--- config.mk ---
export PLATFORM = sky130hd
export DESIGN_NAME = pong_physics
export DESIGN_NICKNAME = d
export VERILOG_FILES = /design/src/rtl/pong_physics.sv
export SDC_FILE = /design/constraint.sdc
export NUM_CORES = 1
export LEC_CHECK = 0
export CAP_MARGIN = 25
export CORE_MARGIN = 5
export CORE_UTILIZATION = 60
export CTS_CLUSTER_DIAMETER = 50
export DETAILED_ROUTE_END_ITERATION = 10
export PLACE_DENSITY = 0.88
export SYNTH_ARGS = -nofsm -noshare
export SYNTH_HDL_FRONTEND = slang
export SYNTH_SLANG_ARGS = --single-unit
--- constraint.sdc ---
create_clock -name clk -period 5.05 [get_ports clk]
set_input_delay 0.505 -clock clk [delete_from_list [all_inputs] [get_ports clk]]
set_output_delay 0.505 -clock clk [all_outputs]
set_load 0.02 [all_outputs]
--- src/rtl/pong_physics.sv ---
// Ball and paddle motion engine for the Pong datapath.
// Positions advance on an internal frame tick so motion speed is independent of clk.
// A MOVE tick can bounce the ball on both axes; leaving the screen on either side
// raises a one-cycle miss pulse and freezes the ball until the game FSM serves again.
module pong_physics #(
    parameter int SCREEN_W    = 640,
    parameter int SCREEN_H    = 480,
    parameter int BALL_SIZE   = 8,
    parameter int PADDLE_W    = 10,
    parameter int PADDLE_H    = 80,
    parameter int PADDLE1_X   = 20,
    parameter int PADDLE2_X   = 610,
    parameter int PADDLE_STEP = 4,
    parameter int BALL_STEP   = 2,
    parameter int TICK_DIV    = 416667
) (
    input  logic       clk,
    input  logic       rst,
    input  logic       stop,
    input  logic       serve,
    input  logic       up1,
    input  logic       down1,
    input  logic       up2,
    input  logic       down2,
    input  logic [1:0] speed_lvl,
    output logic [9:0] ball_x,
    output logic [9:0] ball_y,
    output logic [9:0] paddle1_y,
    output logic [9:0] paddle2_y,
    output logic       miss1,
    output logic       miss2
);

    localparam int CNT_W = (TICK_DIV > 1) ? $clog2(TICK_DIV) : 1;
    localparam logic [CNT_W-1:0] CNT_LAST = CNT_W'(TICK_DIV - 1);

    // All geometry is evaluated in 11 bits so sums like x+BALL_SIZE+s never wrap.
    localparam logic [10:0] BALL_X0 = 11'((SCREEN_W - BALL_SIZE) / 2);
    localparam logic [10:0] BALL_Y0 = 11'((SCREEN_H - BALL_SIZE) / 2);
    localparam logic [10:0] PAD_Y0  = 11'((SCREEN_H - PADDLE_H) / 2);
    localparam logic [10:0] X_MAX   = 11'(SCREEN_W - BALL_SIZE);
    localparam logic [10:0] Y_MAX   = 11'(SCREEN_H - BALL_SIZE);
    localparam logic [10:0] P_MAX   = 11'(SCREEN_H - PADDLE_H);
    localparam logic [10:0] P_STEP  = 11'(PADDLE_STEP);
    localparam logic [10:0] B_SIZE  = 11'(BALL_SIZE);
    localparam logic [10:0] P_H     = 11'(PADDLE_H);
    localparam logic [10:0] L_FACE  = 11'(PADDLE1_X + PADDLE_W);
    localparam logic [10:0] R_FACE  = 11'(PADDLE2_X);
    localparam logic [10:0] B_STEP  = 11'(BALL_STEP);

    typedef enum logic [1:0] {
        ST_SERVE  = 2'd0,
        ST_MOVE   = 2'd1,
        ST_MISSED = 2'd2
    } state_t;

    state_t           state, state_n;
    logic [CNT_W-1:0] cnt;
    logic             tick;
    logic [9:0]       bx, by, p1, p2;
    logic [9:0]       bx_n, by_n, p1_n, p2_n;
    logic             dir_x, dir_y;       // dir_x 1 = right, dir_y 1 = down
    logic             dir_x_n, dir_y_n;
    logic             miss1_n, miss2_n;
    logic [10:0]      bx11, by11, s;
    logic             ov1, ov2, q;

    // Saturating paddle move; opposing or absent commands leave it in place.
    function automatic logic [9:0] paddle_next(input logic [9:0] y, input logic up,
                                               input logic dn);
        logic [10:0] y11;
        y11 = {1'b0, y};
        if (up && !dn)
            return (y11 <= P_STEP) ? 10'd0 : 10'(y11 - P_STEP);
        else if (dn && !up)
            return (y11 + P_STEP >= P_MAX) ? 10'(P_MAX) : 10'(y11 + P_STEP);
        return y;
    endfunction

    // Vertical overlap of ball and paddle spans, on pre-tick positions.
    function automatic logic overlap(input logic [10:0] ball_top, input logic [9:0] pad_top);
        logic [10:0] pt;
        pt = {1'b0, pad_top};
        return (ball_top + B_SIZE > pt) && (ball_top < pt + P_H);
    endfunction

    // Free-running frame tick divider, independent of stop and FSM state.
    always_ff @(posedge clk) begin
        if (rst || tick)
            cnt <= '0;
        else
            cnt <= cnt + CNT_W'(1);
    end

    // Derived tick and per-tick step quantities.
    always_comb begin
        tick = (cnt == CNT_LAST);
        q    = tick && !stop;
        s    = B_STEP + {9'd0, speed_lvl};
        bx11 = {1'b0, bx};
        by11 = {1'b0, by};
        ov1  = overlap(by11, p1);
        ov2  = overlap(by11, p2);
    end

    // Next-state and next-position logic for the SERVE / MOVE / MISSED FSM.
    always_comb begin
        state_n = state;
        bx_n    = bx;
        by_n    = by;
        p1_n    = p1;
        p2_n    = p2;
        dir_x_n = dir_x;
        dir_y_n = dir_y;
        miss1_n = 1'b0;
        miss2_n = 1'b0;
        case (state)
            ST_SERVE: begin
                if (q) begin
                    p1_n    = paddle_next(p1, up1, down1);
                    p2_n    = paddle_next(p2, up2, down2);
                    state_n = ST_MOVE;
                end
            end
            ST_MOVE: begin
                if (q) begin
                    p1_n = paddle_next(p1, up1, down1);
                    p2_n = paddle_next(p2, up2, down2);
                    if (dir_y) begin
                        if (by11 + s >= Y_MAX) begin
                            by_n    = 10'(Y_MAX);
                            dir_y_n = 1'b0;
                        end else begin
                            by_n = 10'(by11 + s);
                        end
                    end else begin
                        if (by11 <= s) begin
                            by_n    = 10'd0;
                            dir_y_n = 1'b1;
                        end else begin
                            by_n = 10'(by11 - s);
                        end
                    end
                    // Face checks require the ball to start on the playfield side of the
                    // face, so a ball already past a paddle can never be pulled back.
                    if (!dir_x) begin
                        if (bx11 >= L_FACE && bx11 <= L_FACE + s && ov1) begin
                            bx_n    = 10'(L_FACE);
                            dir_x_n = 1'b1;
                        end else if (bx11 <= s) begin
                            bx_n    = 10'd0;
                            miss1_n = 1'b1;
                            state_n = ST_MISSED;
                        end else begin
                            bx_n = 10'(bx11 - s);
                        end
                    end else begin
                        if (bx11 + B_SIZE <= R_FACE && bx11 + B_SIZE + s >= R_FACE && ov2) begin
                            bx_n    = 10'(R_FACE - B_SIZE);
                            dir_x_n = 1'b0;
                        end else if (bx11 + s >= X_MAX) begin
                            bx_n    = 10'(X_MAX);
                            miss2_n = 1'b1;
                            state_n = ST_MISSED;
                        end else begin
                            bx_n = 10'(bx11 + s);
                        end
                    end
                end
            end
            ST_MISSED: begin
                // dir_x is left untouched: a left exit only happens while moving left
                // and a right exit while moving right, so it already points at the
                // player who missed.
                if (serve) begin
                    bx_n    = 10'(BALL_X0);
                    by_n    = 10'(BALL_Y0);
                    dir_y_n = 1'b1;
                    state_n = ST_SERVE;
                end
            end
            default: state_n = ST_SERVE;
        endcase
    end

    // State, position and miss-pulse registers.
    always_ff @(posedge clk) begin
        if (rst) begin
            state <= ST_SERVE;
            bx    <= 10'(BALL_X0);
            by    <= 10'(BALL_Y0);
            p1    <= 10'(PAD_Y0);
            p2    <= 10'(PAD_Y0);
            dir_x <= 1'b1;
            dir_y <= 1'b1;
            miss1 <= 1'b0;
            miss2 <= 1'b0;
        end else begin
            state <= state_n;
            bx    <= bx_n;
            by    <= by_n;
            p1    <= p1_n;
            p2    <= p2_n;
            dir_x <= dir_x_n;
            dir_y <= dir_y_n;
            miss1 <= miss1_n;
            miss2 <= miss2_n;
        end
    end

    assign ball_x    = bx;
    assign ball_y    = by;
    assign paddle1_y = p1;
    assign paddle2_y = p2;

endmodule

==> results_tabular.tex, run 1 <==
\begin{tabular}{lr}
\hline
Metric & Value \\
\hline
\multicolumn{2}{l}{\textbf{Logic synthesis}} \\
Commonest register cell after synthesis & sky130\_fd\_sc\_hd\_\_dfxtp\_1 \\
Gate count of the mapped netlist & $\sim$810 \\
Proportion of register bits with asynchronous set or reset after synthesis & 0 \\
Count of flip-flops with a built-in enable after synthesis & 0 \\
Count of cell types in the netlist & 101 \\
Cell types with the largest area share after synthesis & sky130\_fd\_sc\_hd\_\_dfxtp\_1, sky130\_fd\_sc\_hd\_\_ha\_1, sky130\_fd\_sc\_hd\_\_nor2\_1, sky130\_fd\_sc\_hd\_\_xnor2\_1, sky130\_fd\_sc\_hd\_\_a21oi\_1 \\
Cell with the most instances after synthesis & sky130\_fd\_sc\_hd\_\_nor2\_1 \\
Mean instance size in the synthesized netlist & approximately 8 sq um \\
Number of storage elements in the synthesis netlist & slightly above 60 \\
Top cell type's share of synthesized area & 0.193 \\
Combined area of all synthesized cells & around 6300 sq um \\
Synth Warn \# & 0 \\
Sequential-to-total area share from yosys stat & 0.193 \\
Commonest cells in the netlist & sky130\_fd\_sc\_hd\_\_nor2\_1, sky130\_fd\_sc\_hd\_\_ha\_1, sky130\_fd\_sc\_hd\_\_dfxtp\_1, sky130\_fd\_sc\_hd\_\_nand2\_1, sky130\_fd\_sc\_hd\_\_a21oi\_1 \\
Biggest area consumer among synthesized cells & sky130\_fd\_sc\_hd\_\_dfxtp\_1 \\
\multicolumn{2}{l}{\textbf{Timing}} \\
Worst-case headroom to the max-slew limit & 0.501 \\
Number of max-slew violations in the final report & 0 \\
WHS & 0.461 ns \\
Number of failing setup endpoints in the final timing report & 0 \\
Final Worst Setup Slack & 1.20 ns \\
Setup TNS after final layout & 0 ns \\
RSZ-0062 raised after global routing & false \\
Skew final & approximately 0.011 ns \\
Fraction of the cycle the final worst path needs & 0.761 \\
Worst slew pin tran & roughly 0.75 ns \\
Fmax achieved & 260 MHz \\
Tmin final & 3.85 ns \\
Number of hold violations in the final report & 0 \\
\multicolumn{2}{l}{\textbf{Drt}} \\
Metal-1 WL & $\sim$7400 um \\
DR DRC count & 0 \\
Average via count per standard cell & roughly 6.8 \\
Vias after detailed routing & 6572 \\
Length of routed met3 wiring & approximately 1700 um \\
Antenna violation net count after detailed routing & 0 \\
Top sig layer & met4 \\
Wire length on met2 & 8440 um \\
DRT Wirelength & around 18000 um \\
1st-iter DRT viols & between 600 and 700 \\
Detailed Routing Iterations Pass 1 & 5 \\
DR WL/cell & $\sim$19 um \\
\multicolumn{2}{l}{\textbf{Job}} \\
Max capacitance violation total & 0 \\
\multicolumn{2}{l}{\textbf{CTS}} \\
Post-CTS setup buffer count & 0 \\
Quantity of hold-fixing buffers added after cts & 0 \\
Clk buf depth & 2 \\
Resize count post-CTS & 0 \\
Library cell used as clock root buffer & sky130\_fd\_sc\_hd\_\_clkbuf\_8 \\
CTS tree & built \\
Insertion delay of the later-clocked pin in the worst-skew pair & 0.34 ns \\
Total CTS buffers & 9 \\
Reg clk slew, reported paths & around 0.080 ns \\
Number of sinks handled by clock tree synthesis & between 60 and 70 \\
Number of H-tree levels & 3 \\
\multicolumn{2}{l}{\textbf{Floorplanning}} \\
Chip height & between 100 and 150 um \\
Area enclosed by the die boundary & $\sim$13000 sq um \\
\# IOs & 52 \\
Starting utilization of the core area & 0.613 \\
Die Wd & 113 um \\
Row Count & 37 \\
Area inside the core boundary & 10300 sq um \\
\multicolumn{2}{l}{\textbf{Critical path}} \\
Top fanout value on the critical path & 14 \\
Buffers \& Inverters on Critical Path & 0 \\
Worst-path cell with the longest stage delay & sky130\_fd\_sc\_hd\_\_dfxtp\_1 \\
Data arrival time at the worst-slack endpoint & 4.08 ns \\
Setup slack of the worst register-to-register path & approximately 1.2 ns \\
Crit path top cell by count & sky130\_fd\_sc\_hd\_\_ha\_1 \\
RR Startpoint & ball\_y[4] \\
Max stage delay on crit path & around 0.64 ns \\
Kind of launch point of the worst setup path & flop \\
Critical register-to-register path endpoint & ball\_x[6] \\
Worst setup path category & reg2reg \\
Cell Chain, Critical Path & ha\_1, nand3\_1, nor2\_1, xor2\_1, ha\_1, nand4\_1, or4\_1, o21ai\_0, o21ai\_1, a31oi\_2, o221ai\_1, a32o\_1 \\
Critical path required time & about 5.3 ns \\
Capturing element type of the critical path & flop \\
Number of cells on the worst reg-to-reg path & 12 \\
Top delay family on crit path & compound AO/OA/AOI/OAI gates \\
\multicolumn{2}{l}{\textbf{Final layout}} \\
Final net count & 907 \\
Fraction of final layout cells sized beyond drive strength 1 & 0.0695 \\
Final cell area excluding filler cells & about 7000 sq um \\
Final design utilization & 0.675 \\
Non-filler cells, final & about 970 \\
Number of antenna repair diodes & 0 \\
Area growth from synthesis to layout & 10.1\% \\
\multicolumn{2}{l}{\textbf{Placed design}} \\
Placed cells & about 950 \\
GPL Wtd Cong & 1.00 \\
Number of buffer cells added on primary ports & between 40 and 50 \\
HPWL after detailed placement & between 10000 and 15000 um \\
Placed Area & between 6000 and 7000 sq um \\
Place WS & approximately 1.2 ns \\
\multicolumn{2}{l}{\textbf{Global route}} \\
Wire length of the first global-routing pass & 29800 um \\
Global route overflow & 0 \\
Pin count of the biggest net entering global routing & 24 \\
Tot GR Track Use & 0.279 \\
Vias in the first global route & between 6000 and 7000 \\
Initial antenna violation count & 0 \\
\multicolumn{2}{l}{\textbf{Worst hold path}} \\
Number of cells on the worst hold path & 1 \\
Min-Delay Endpoint & cnt[0] \\
Hold Path Class & reg2reg \\
Hold Path Origin & cnt[0] \\
\multicolumn{2}{l}{\textbf{Power and ir drop}} \\
Switching Fraction & 0.250 \\
Clock power share & 0.462 \\
Combinational group share of total power & 0.079 \\
Cell leakage power & between 2 and 3 nW \\
Internal power & a little under 0.8 mW \\
Maximum ir drop on the vdd rail & $\sim$0.00018 V \\
Power consumption & around 1.1 mW \\
Power per Cell Area & 152 nW/um\^{}2 \\
Sequential group share of total power & 0.459 \\
Switching component of the power & around 0.26 mW \\
\multicolumn{2}{l}{\textbf{Outcome}} \\
Result of the run & finished, final reports clean \\
\hline
\end{tabular}
-- cells in the final DEF (no fill, tap or decap), types with 6 or more instances in the layout --
cell	synthesis	layout
sky130_fd_sc_hd__a31oi_1	6	6
sky130_fd_sc_hd__a221oi_1	6	6
sky130_fd_sc_hd__o2111ai_1	7	7
sky130_fd_sc_hd__nor2b_1	10	10
sky130_fd_sc_hd__nand2_1	56	56
sky130_fd_sc_hd__nand2b_1	9	9
sky130_fd_sc_hd__mux2i_1	8	8
sky130_fd_sc_hd__nor3_1	23	23
sky130_fd_sc_hd__nand4_1	14	14
sky130_fd_sc_hd__nand3_1	32	32
sky130_fd_sc_hd__a21o_1	7	7
sky130_fd_sc_hd__and3_1	17	17
sky130_fd_sc_hd__clkdlybuf4s50_1	0	47
sky130_fd_sc_hd__ha_1	62	62
sky130_fd_sc_hd__a221o_1	7	7
sky130_fd_sc_hd__nor2_1	73	73
sky130_fd_sc_hd__a211oi_1	10	10
sky130_fd_sc_hd__clkbuf_8	0	9
sky130_fd_sc_hd__xor2_1	19	19
sky130_fd_sc_hd__xnor2_1	29	29
sky130_fd_sc_hd__nor4_1	7	7
sky130_fd_sc_hd__or3_1	6	6
sky130_fd_sc_hd__o221ai_1	7	7
sky130_fd_sc_hd__o21a_1	8	8
sky130_fd_sc_hd__o22ai_1	6	6
sky130_fd_sc_hd__o21ai_0	42	42
sky130_fd_sc_hd__o211ai_1	11	11
sky130_fd_sc_hd__dfxtp_1	61	61
sky130_fd_sc_hd__o21ai_1	8	8
sky130_fd_sc_hd__inv_1	48	48
sky130_fd_sc_hd__a21oi_1	49	49
-- power groups by stage --
stage	clock network [mW]	registers, mW	logic [mW]
after detailed placement	0	0.496	0.0799
after global placement	0	0.496	0.0763
after floorplan	0	0.495	0.0589
after global routing	0.516	0.485	0.0898
after CTS	0.494	0.485	0.0806
final	0.488	0.485	0.0831
-- worst reg2reg max path: stages, from the launching register on --
cell and delay [ns]:
sky130_fd_sc_hd__dfxtp_1 0.64, sky130_fd_sc_hd__ha_1 0.36, sky130_fd_sc_hd__nand3_1 0.19, sky130_fd_sc_hd__nor2_1 0.22, sky130_fd_sc_hd__xor2_1 0.12, sky130_fd_sc_hd__ha_1 0.34
sky130_fd_sc_hd__nand4_1 0.09, sky130_fd_sc_hd__or4_1 0.43, sky130_fd_sc_hd__o21ai_0 0.13, sky130_fd_sc_hd__o21ai_1 0.17, sky130_fd_sc_hd__a31oi_2 0.57, sky130_fd_sc_hd__o221ai_1 0.20
sky130_fd_sc_hd__a32o_1 0.29
-- state kept, by name (all words and copies together) (netlist names) --
signal / cells
cnt: 19
ball_x: 10
ball_y: 10
paddle1_y: 8
paddle2_y: 8
state: 2
dir_x: 1
dir_y: 1
miss1: 1
miss2: 1
-- worst max path at each step --
stage                             from         to  depth (start not counted)
final                        ball_y[4]  ball_x[6]                         12
after global routing         ball_y[4]  ball_x[6]                         12
after CTS                    ball_y[4]  ball_x[6]                         12
after detailed placement  speed_lvl[1]  ball_x[6]                         11
after global placement    speed_lvl[1]  ball_x[6]                         11
after floorplan              ball_y[4]  ball_x[3]                         12
-- layout make-up --
| cell class | instances | area [sq um] |
|---|---|---|
| Multi-Input combinational cell | 656 | 4670 |
| Fill cell | 859 | 3360 |
| Sequential cell | 61 | 1220 |
| Timing Repair Buffer | 51 | 502 |
| Inverter | 51 | 191 |
| Tap cell | 136 | 170 |
| Clock buffer | 10 | 128 |
| Clock inverter | 6 | 86.3 |
-- layer usage --
layer	global-route usage	up-vias
li1	-	3040
met1	0.358	3076
met2	0.459	388
met3	0.0431	68
met4	0.126	0
met5	0	-
-- kinds of logic after synthesis --
kind of cell,count (synthesis),synth area share
simple gates,287,0.241
compound gates,240,0.273
buf+inv,95,0.0710
fa+ha+maj,67,0.138
flops,61,0.193
xor+xnor,48,0.0665
mux,10,0.0162
other cells,1,0.000593
(Power assumes the default switching activity.)
==> run 2, diff against run 1 <==
Settings changed: CORE_UTILIZATION 60 to 54, PLACE_DENSITY 0.88 to 0.84.
Clock period 5.05 ns to 3.2 ns, I/O delays scaled along.
==> results_tabular.tex, run 2 (synthesis gave the netlist of run 1 again) <==
\begin{tabular}{lr}
\hline
Metric & Value \\
\hline
\multicolumn{2}{l}{\textbf{Outcome}} \\
Result of the run & finished, final reports clean \\
\multicolumn{2}{l}{\textbf{Timing}} \\
Tmin final & 3.13 ns (-0.716 ns) \\
Fmax achieved & 320 MHz (+23\%) \\
Setup TNS after final layout & 0 ns (unchanged) \\
Number of failing setup endpoints in the final timing report & 0 (unchanged) \\
Skew final & 0.00867 ns (-0.00240 ns) \\
Number of max-slew violations in the final report & 0 (unchanged) \\
Worst slew pin tran & 0.569 ns (-0.179 ns) \\
Worst-case headroom to the max-slew limit & 0.620 (+0.120) \\
RSZ-0062 raised after global routing & false \\
Fraction of the cycle the final worst path needs & 0.978 (+0.217) \\
Number of hold violations in the final report & 0 (unchanged) \\
\multicolumn{2}{l}{\textbf{CTS}} \\
Library cell used as clock root buffer & sky130\_fd\_sc\_hd\_\_clkbuf\_16 \\
Reg clk slew, reported paths & 0.06 ns (-0.02 ns) \\
CTS tree & built \\
Number of H-tree levels & 3 (unchanged) \\
Number of sinks handled by clock tree synthesis & 61 (unchanged) \\
Total CTS buffers & 9 (unchanged) \\
Insertion delay of the later-clocked pin in the worst-skew pair & 0.35 ns (about the same) \\
Post-CTS setup buffer count & 0 (unchanged) \\
Clk buf depth & 2 (unchanged) \\
\multicolumn{2}{l}{\textbf{Final layout}} \\
Non-filler cells, final & 1036 (+6.7\%) \\
Most flop-heavy register & cnt \\
Most frequent cells in the layout & sky130\_fd\_sc\_hd\_\_nor2\_1, sky130\_fd\_sc\_hd\_\_ha\_1, sky130\_fd\_sc\_hd\_\_buf\_4 \\
Final net count & 965 (+6.4\%) \\
Number of antenna repair diodes & 0 (unchanged) \\
Area growth from synthesis to layout & 19.0\% \\
Fraction of final layout cells sized beyond drive strength 1 & 0.137 (+0.0672) \\
Max FFs per register & 19 (unchanged) \\
Commonest non-fill, non-tap cell in the layout & sky130\_fd\_sc\_hd\_\_nor2\_1 \\
\multicolumn{2}{l}{\textbf{Power and ir drop}} \\
Maximum ir drop on the vdd rail & 0.000267 V (+51\%) \\
Power per Cell Area & 257 nW/um\^{}2 (+69\%) \\
Cell leakage power & 3.02 nW (+12\%) \\
\multicolumn{2}{l}{\textbf{Drt}} \\
DR DRC count & 0 (unchanged) \\
Detailed Routing Iterations Pass 1 & 5 (unchanged) \\
Antenna violation net count after detailed routing & 0 (unchanged) \\
Vias after detailed routing & 6801 (+3.5\%) \\
DRT Wirelength & 18800 um (+3.9\%) \\
DR WL/cell & 18.2 um (-2.6\%) \\
1st-iter DRT viols & 694 (+3.4\%) \\
Average via count per standard cell & 6.56 (-3.0\%) \\
\multicolumn{2}{l}{\textbf{Critical path}} \\
Buffers \& Inverters on Critical Path & 1 (+1) \\
Kind of launch point of the worst setup path & flop \\
Number of cells on the worst reg-to-reg path & 12 (unchanged) \\
Worst-path cell with the longest stage delay & sky130\_fd\_sc\_hd\_\_or4\_4 \\
Cell Chain, Critical Path & ha\_1, nand3\_2, xnor2\_1, ha\_1, nand4\_1, or4\_4, nand2\_1, nand3\_4, buf\_4, a2111oi\_1, o21ai\_0, and3\_1 \\
Critical path required time & 3.44 ns (-1.85 ns) \\
RR Startpoint & ball\_y[3] \\
Data arrival time at the worst-slack endpoint & 3.37 ns (-0.71 ns) \\
Max stage delay on crit path & 0.52 ns (-0.12 ns) \\
Top fanout value on the critical path & 5 (-9) \\
Worst setup startpoint & ball\_y[3] \\
Worst setup path category & reg2reg \\
Logic depth of the worst setup path including buffers & 12 (unchanged) \\
Setup slack of the worst register-to-register path & 0.07 ns (-1.13 ns) \\
Crit path top cell by count & sky130\_fd\_sc\_hd\_\_ha\_1 \\
Capturing element type of the critical path & flop \\
Last element of the critical path & ball\_x[3] \\
Critical register-to-register path endpoint & ball\_x[3] \\
Top delay family on crit path & simple AND/OR/NAND/NOR gates \\
\multicolumn{2}{l}{\textbf{Placed design}} \\
HPWL after detailed placement & 13700 um (+3.1\%) \\
GPL Wtd Cong & 0.982 (-2.2\%) \\
Placed cells & 1020 (+6.9\%) \\
Number of buffer cells added on primary ports & 47 (unchanged) \\
\multicolumn{2}{l}{\textbf{Floorplanning}} \\
Starting utilization of the core area & 0.552 (-0.0611) \\
Area enclosed by the die boundary & 14000 sq um (+10\%) \\
Chip height & 118 um (+4.9\%) \\
Row Count & 39 (+5.4\%) \\
\# IOs & 52 (unchanged) \\
Area inside the core boundary & 11500 sq um (+11\%) \\
Die Wd & 118 um (+4.9\%) \\
\multicolumn{2}{l}{\textbf{Global route}} \\
Tot GR Track Use & 0.259 (-0.0198) \\
Pin count of the biggest net entering global routing & 23 (-4.2\%) \\
Global route overflow & 0 (unchanged) \\
Vias in the first global route & 6191 (-0.31\%) \\
Wire length of the first global-routing pass & 30600 um (+2.8\%) \\
Initial antenna violation count & 0 (unchanged) \\
\multicolumn{2}{l}{\textbf{Job}} \\
Max capacitance violation total & 0 (unchanged) \\
\multicolumn{2}{l}{\textbf{Worst hold path}} \\
Hold Path Class & reg2reg \\
\hline
\end{tabular}
## run 2: power breakdown
part	internal, mW	switching [mW]
combinational	0.0597	0.0860
clock	0.626	0.393
sequential	0.763	0.00372
## run 2: final cells by class
class,count,area (sq um)
multi-input combinational,656,4690
fill,986,3940
sequential,61,1220
timing repair buffer,109,936
clock buffer,11,243
inverter,51,191
tap,143,179
clock inverter,5,58.8
## run 2: worst min-delay path by stage
| stage | from | end | slack [ns] | depth (start not counted) |
|---|---|---|---|---|
| 4_1_cts | cnt[0] | cnt[0] | 0.47 | 1 |
| 6_report | cnt[0] | cnt[0] | 0.46 | 1 |
| 3_3_place_gp | cnt[0] | cnt[0] | 0.45 | 1 |
| 3_5_place_dp | cnt[0] | cnt[0] | 0.45 | 1 |
| 2_1_floorplan | cnt[0] | cnt[0] | 0.43 | 1 |
| 5_1_grt | cnt[0] | cnt[0] | 0.52 | 1 |
## run 2: per-stage QoR
stage	power, mW	util	hold slack (ns)	setup WS [ns]	instance area (sq um)
2_1_floorplan	0.874	-	0.430	0.0328	6340
6_report	1.93	0.656	0.461	0.0705	7520
3_3_place_gp	0.921	0.627	0.446	0.0409	7190
5_1_grt	1.99	0.656	0.516	0.00609	7520
4_1_cts	1.93	0.654	0.467	0.121	7490
3_5_place_dp	0.923	0.627	0.451	0.0107	7190
## run 2: per-layer routing
layer | up-vias | part of all wire | track usage | routed length (um)
met3 | 73 | 0.089 | 0.0435 | 1680
met5 | - | 0 | 0 | 0
met2 | 348 | 0.45 | 0.412 | 8550
met4 | 0 | 0.033 | 0.113 | 621
met1 | 3220 | 0.42 | 0.345 | 7970
li1 | 3160 | - | - | -
## run 2: what timing repair did
| action | in CTS | in global routing |
|---|---|---|
| resized for setup | 0 | 10 |
| hold buffers | 0 | 0 |
| endpoints found under the setup margin | 0 | 9 |
==> run 3, diff against run 2 <==
Settings changed: CTS_CLUSTER_SIZE set to 40, PLACE_DENSITY 0.84 to 0.82.
==> results_tabular.tex, run 3 (synthesis gave the netlist of run 1 again) <==
\begin{tabular}{lr}
\hline
Metric & Value \\
\hline
\multicolumn{2}{l}{\textbf{Critical path}} \\
Setup slack of the worst register-to-register path & 0.18 ns (+0.11 ns) \\
Crit path top cell by count & sky130\_fd\_sc\_hd\_\_ha\_1 \\
Top fanout value on the critical path & 6 (+1) \\
Buffers \& Inverters on Critical Path & 0 (-1) \\
RR Startpoint & ball\_y[3] \\
Last element of the critical path & ball\_x[3] \\
Worst setup path category & reg2reg \\
Capturing element type of the critical path & flop \\
Critical register-to-register path endpoint & ball\_x[3] \\
Cell Chain, Critical Path & ha\_1, nand3\_2, xnor2\_1, ha\_1, nand4\_1, or4\_4, nand2\_1, nand3\_4, and2\_4, or4\_1, and3\_1 \\
Worst setup startpoint & ball\_y[3] \\
Max stage delay on crit path & 0.51 ns (about the same) \\
Logic depth of the worst setup path including buffers & 11 (-1) \\
Number of cells on the worst reg-to-reg path & 11 (-1) \\
Top delay family on crit path & simple AND/OR/NAND/NOR gates \\
Kind of launch point of the worst setup path & flop \\
Data arrival time at the worst-slack endpoint & 3.27 ns (-0.10 ns) \\
Worst-path cell with the longest stage delay & sky130\_fd\_sc\_hd\_\_or4\_4 \\
Critical path required time & 3.44 ns (about the same) \\
\multicolumn{2}{l}{\textbf{Placed design}} \\
HPWL after detailed placement & 13400 um (-1.9\%) \\
Number of buffer cells added on primary ports & 47 (unchanged) \\
GPL Wtd Cong & 0.988 (+0.61\%) \\
Place WS & -0.0335 ns (-0.0443 ns) \\
Placed Area & 7140 sq um (-0.73\%) \\
Placed cells & 1013 (-0.69\%) \\
\multicolumn{2}{l}{\textbf{Drt}} \\
DR DRC count & 0 (unchanged) \\
Vias after detailed routing & 6570 (-3.4\%) \\
Detailed Routing Iterations Pass 1 & 6 (+1) \\
DRT Wirelength & 17900 um (-5.1\%) \\
DR WL/cell & 17.3 um (-4.5\%) \\
Antenna violation net count after detailed routing & 0 (unchanged) \\
1st-iter DRT viols & 630 (-9.2\%) \\
Average via count per standard cell & 6.38 (-2.7\%) \\
\multicolumn{2}{l}{\textbf{Floorplanning}} \\
Row Count & 39 (unchanged) \\
Starting utilization of the core area & 0.552 (unchanged) \\
Die Wd & 118 um (unchanged) \\
Chip height & 118 um (unchanged) \\
Area inside the core boundary & 11500 sq um (unchanged) \\
\# IOs & 52 (unchanged) \\
Area enclosed by the die boundary & 14000 sq um (unchanged) \\
\multicolumn{2}{l}{\textbf{Timing}} \\
Worst-case headroom to the max-slew limit & 0.616 (-0.00454) \\
Tmin final & 3.02 ns (-0.106 ns) \\
Fraction of the cycle the final worst path needs & 0.945 (-0.0331) \\
Final Worst Setup Slack & 0.176 ns (+0.106 ns) \\
Fmax achieved & 331 MHz (+3.5\%) \\
Worst slew pin tran & 0.576 ns (+0.00680 ns) \\
Number of hold violations in the final report & 0 (unchanged) \\
Number of failing setup endpoints in the final timing report & 0 (unchanged) \\
Number of max-slew violations in the final report & 0 (unchanged) \\
RSZ-0062 raised after global routing & false \\
Setup TNS after final layout & 0 ns (unchanged) \\
Skew final & 0.0115 ns (+0.00279 ns) \\
\multicolumn{2}{l}{\textbf{Global route}} \\
Tot GR Track Use & 0.250 (-0.00905) \\
Global route overflow & 0 (unchanged) \\
Pin count of the biggest net entering global routing & 23 (unchanged) \\
Wire length of the first global-routing pass & 29600 um (-3.2\%) \\
Vias in the first global route & 6086 (-1.7\%) \\
Initial antenna violation count & 0 (unchanged) \\
\multicolumn{2}{l}{\textbf{Worst hold path}} \\
Hold Path Origin & cnt[0] \\
Hold Path Class & reg2reg \\
\multicolumn{2}{l}{\textbf{Power and ir drop}} \\
Maximum ir drop on the vdd rail & 0.000455 V (+71\%) \\
Power consumption & 1.79 mW (-7.2\%) \\
Cell leakage power & 2.96 nW (-1.8\%) \\
Power per Cell Area & 240 nW/um\^{}2 (-6.4\%) \\
\multicolumn{2}{l}{\textbf{Final layout}} \\
Final net count & 958 (-0.73\%) \\
Final cell area excluding filler cells & 7450 sq um (-0.93\%) \\
Non-filler cells, final & 1029 (-0.68\%) \\
\# fillers & 951 (-3.5\%) \\
Number of antenna repair diodes & 0 (unchanged) \\
Most flop-heavy register & cnt \\
Commonest non-fill, non-tap cell in the layout & sky130\_fd\_sc\_hd\_\_nor2\_1 \\
Most frequent cells in the layout & sky130\_fd\_sc\_hd\_\_nor2\_1, sky130\_fd\_sc\_hd\_\_ha\_1, sky130\_fd\_sc\_hd\_\_dfxtp\_1 \\
Area growth from synthesis to layout & 17.8\% \\
Fraction of final layout cells sized beyond drive strength 1 & 0.130 (-0.00682) \\
Max FFs per register & 19 (unchanged) \\
\multicolumn{2}{l}{\textbf{CTS}} \\
Post-CTS setup buffer count & 0 (unchanged) \\
Total CTS buffers & 9 (unchanged) \\
Reg clk slew, reported paths & 0.06 ns (about the same) \\
CTS tree & built \\
Clk buf depth & 2 (unchanged) \\
Number of H-tree levels & 3 (unchanged) \\
Number of sinks handled by clock tree synthesis & 61 (unchanged) \\
Library cell used as clock root buffer & sky130\_fd\_sc\_hd\_\_clkbuf\_16 \\
Insertion delay of the later-clocked pin in the worst-skew pair & 0.35 ns (about the same) \\
\multicolumn{2}{l}{\textbf{Outcome}} \\
Result of the run & finished, final reports clean \\
\multicolumn{2}{l}{\textbf{Job}} \\
Max capacitance violation total & 0 (unchanged) \\
\hline
\end{tabular}
[run 3: repair_timing]
action                                  4_1_cts  5_1_grt
hold buffers                                  0        0
gates resized for setup                       0       11
endpoints found under the setup margin        0       14
[run 3: layout make-up]
| cell class | count | area [sq um] | share of cell area |
|---|---|---|---|
| clock buffers | 12 | 236 | 0.0317 |
| well taps | 143 | 179 | 0.0240 |
| repair buffers | 102 | 883 | 0.119 |
| flip-flops and latches | 61 | 1220 | 0.164 |
| inverters | 51 | 191 | 0.0257 |
| multi-input cells | 656 | 4710 | 0.633 |
| clock inverters | 4 | 25.0 | 0.00336 |
[run 3: worst min path at each step]
stage | to | cells after the start
after floorplan | cnt[0] | 1
after global placement | cnt[0] | 1
after detailed placement | cnt[0] | 1
after CTS | cnt[0] | 1
after global routing | cnt[0] | 1
final | cnt[0] | 1
[run 3: metal layers]
metal  track usage  wire, um  vias to the layer above
met5             0         0                        -
met4        0.0946       429                        0
met3        0.0511      1440                       51
li1              -         -                     3138
met2         0.393      8040                      313
met1         0.337      7950                     3068
[run 3: power breakdown]
part | switching, mW | internal (mW)
Sequential | 0.00384 | 0.763
Combinational | 0.0842 | 0.0589
Clock | 0.359 | 0.521
Total | 0.447 | 1.34
[run 3: stage by stage]
step                      hold slack [ns]   util
after floorplan                     0.430      -
after global placement              0.445  0.623
after detailed placement            0.456  0.623
after CTS                           0.468  0.645
after global routing                0.486  0.650
final                               0.464  0.650
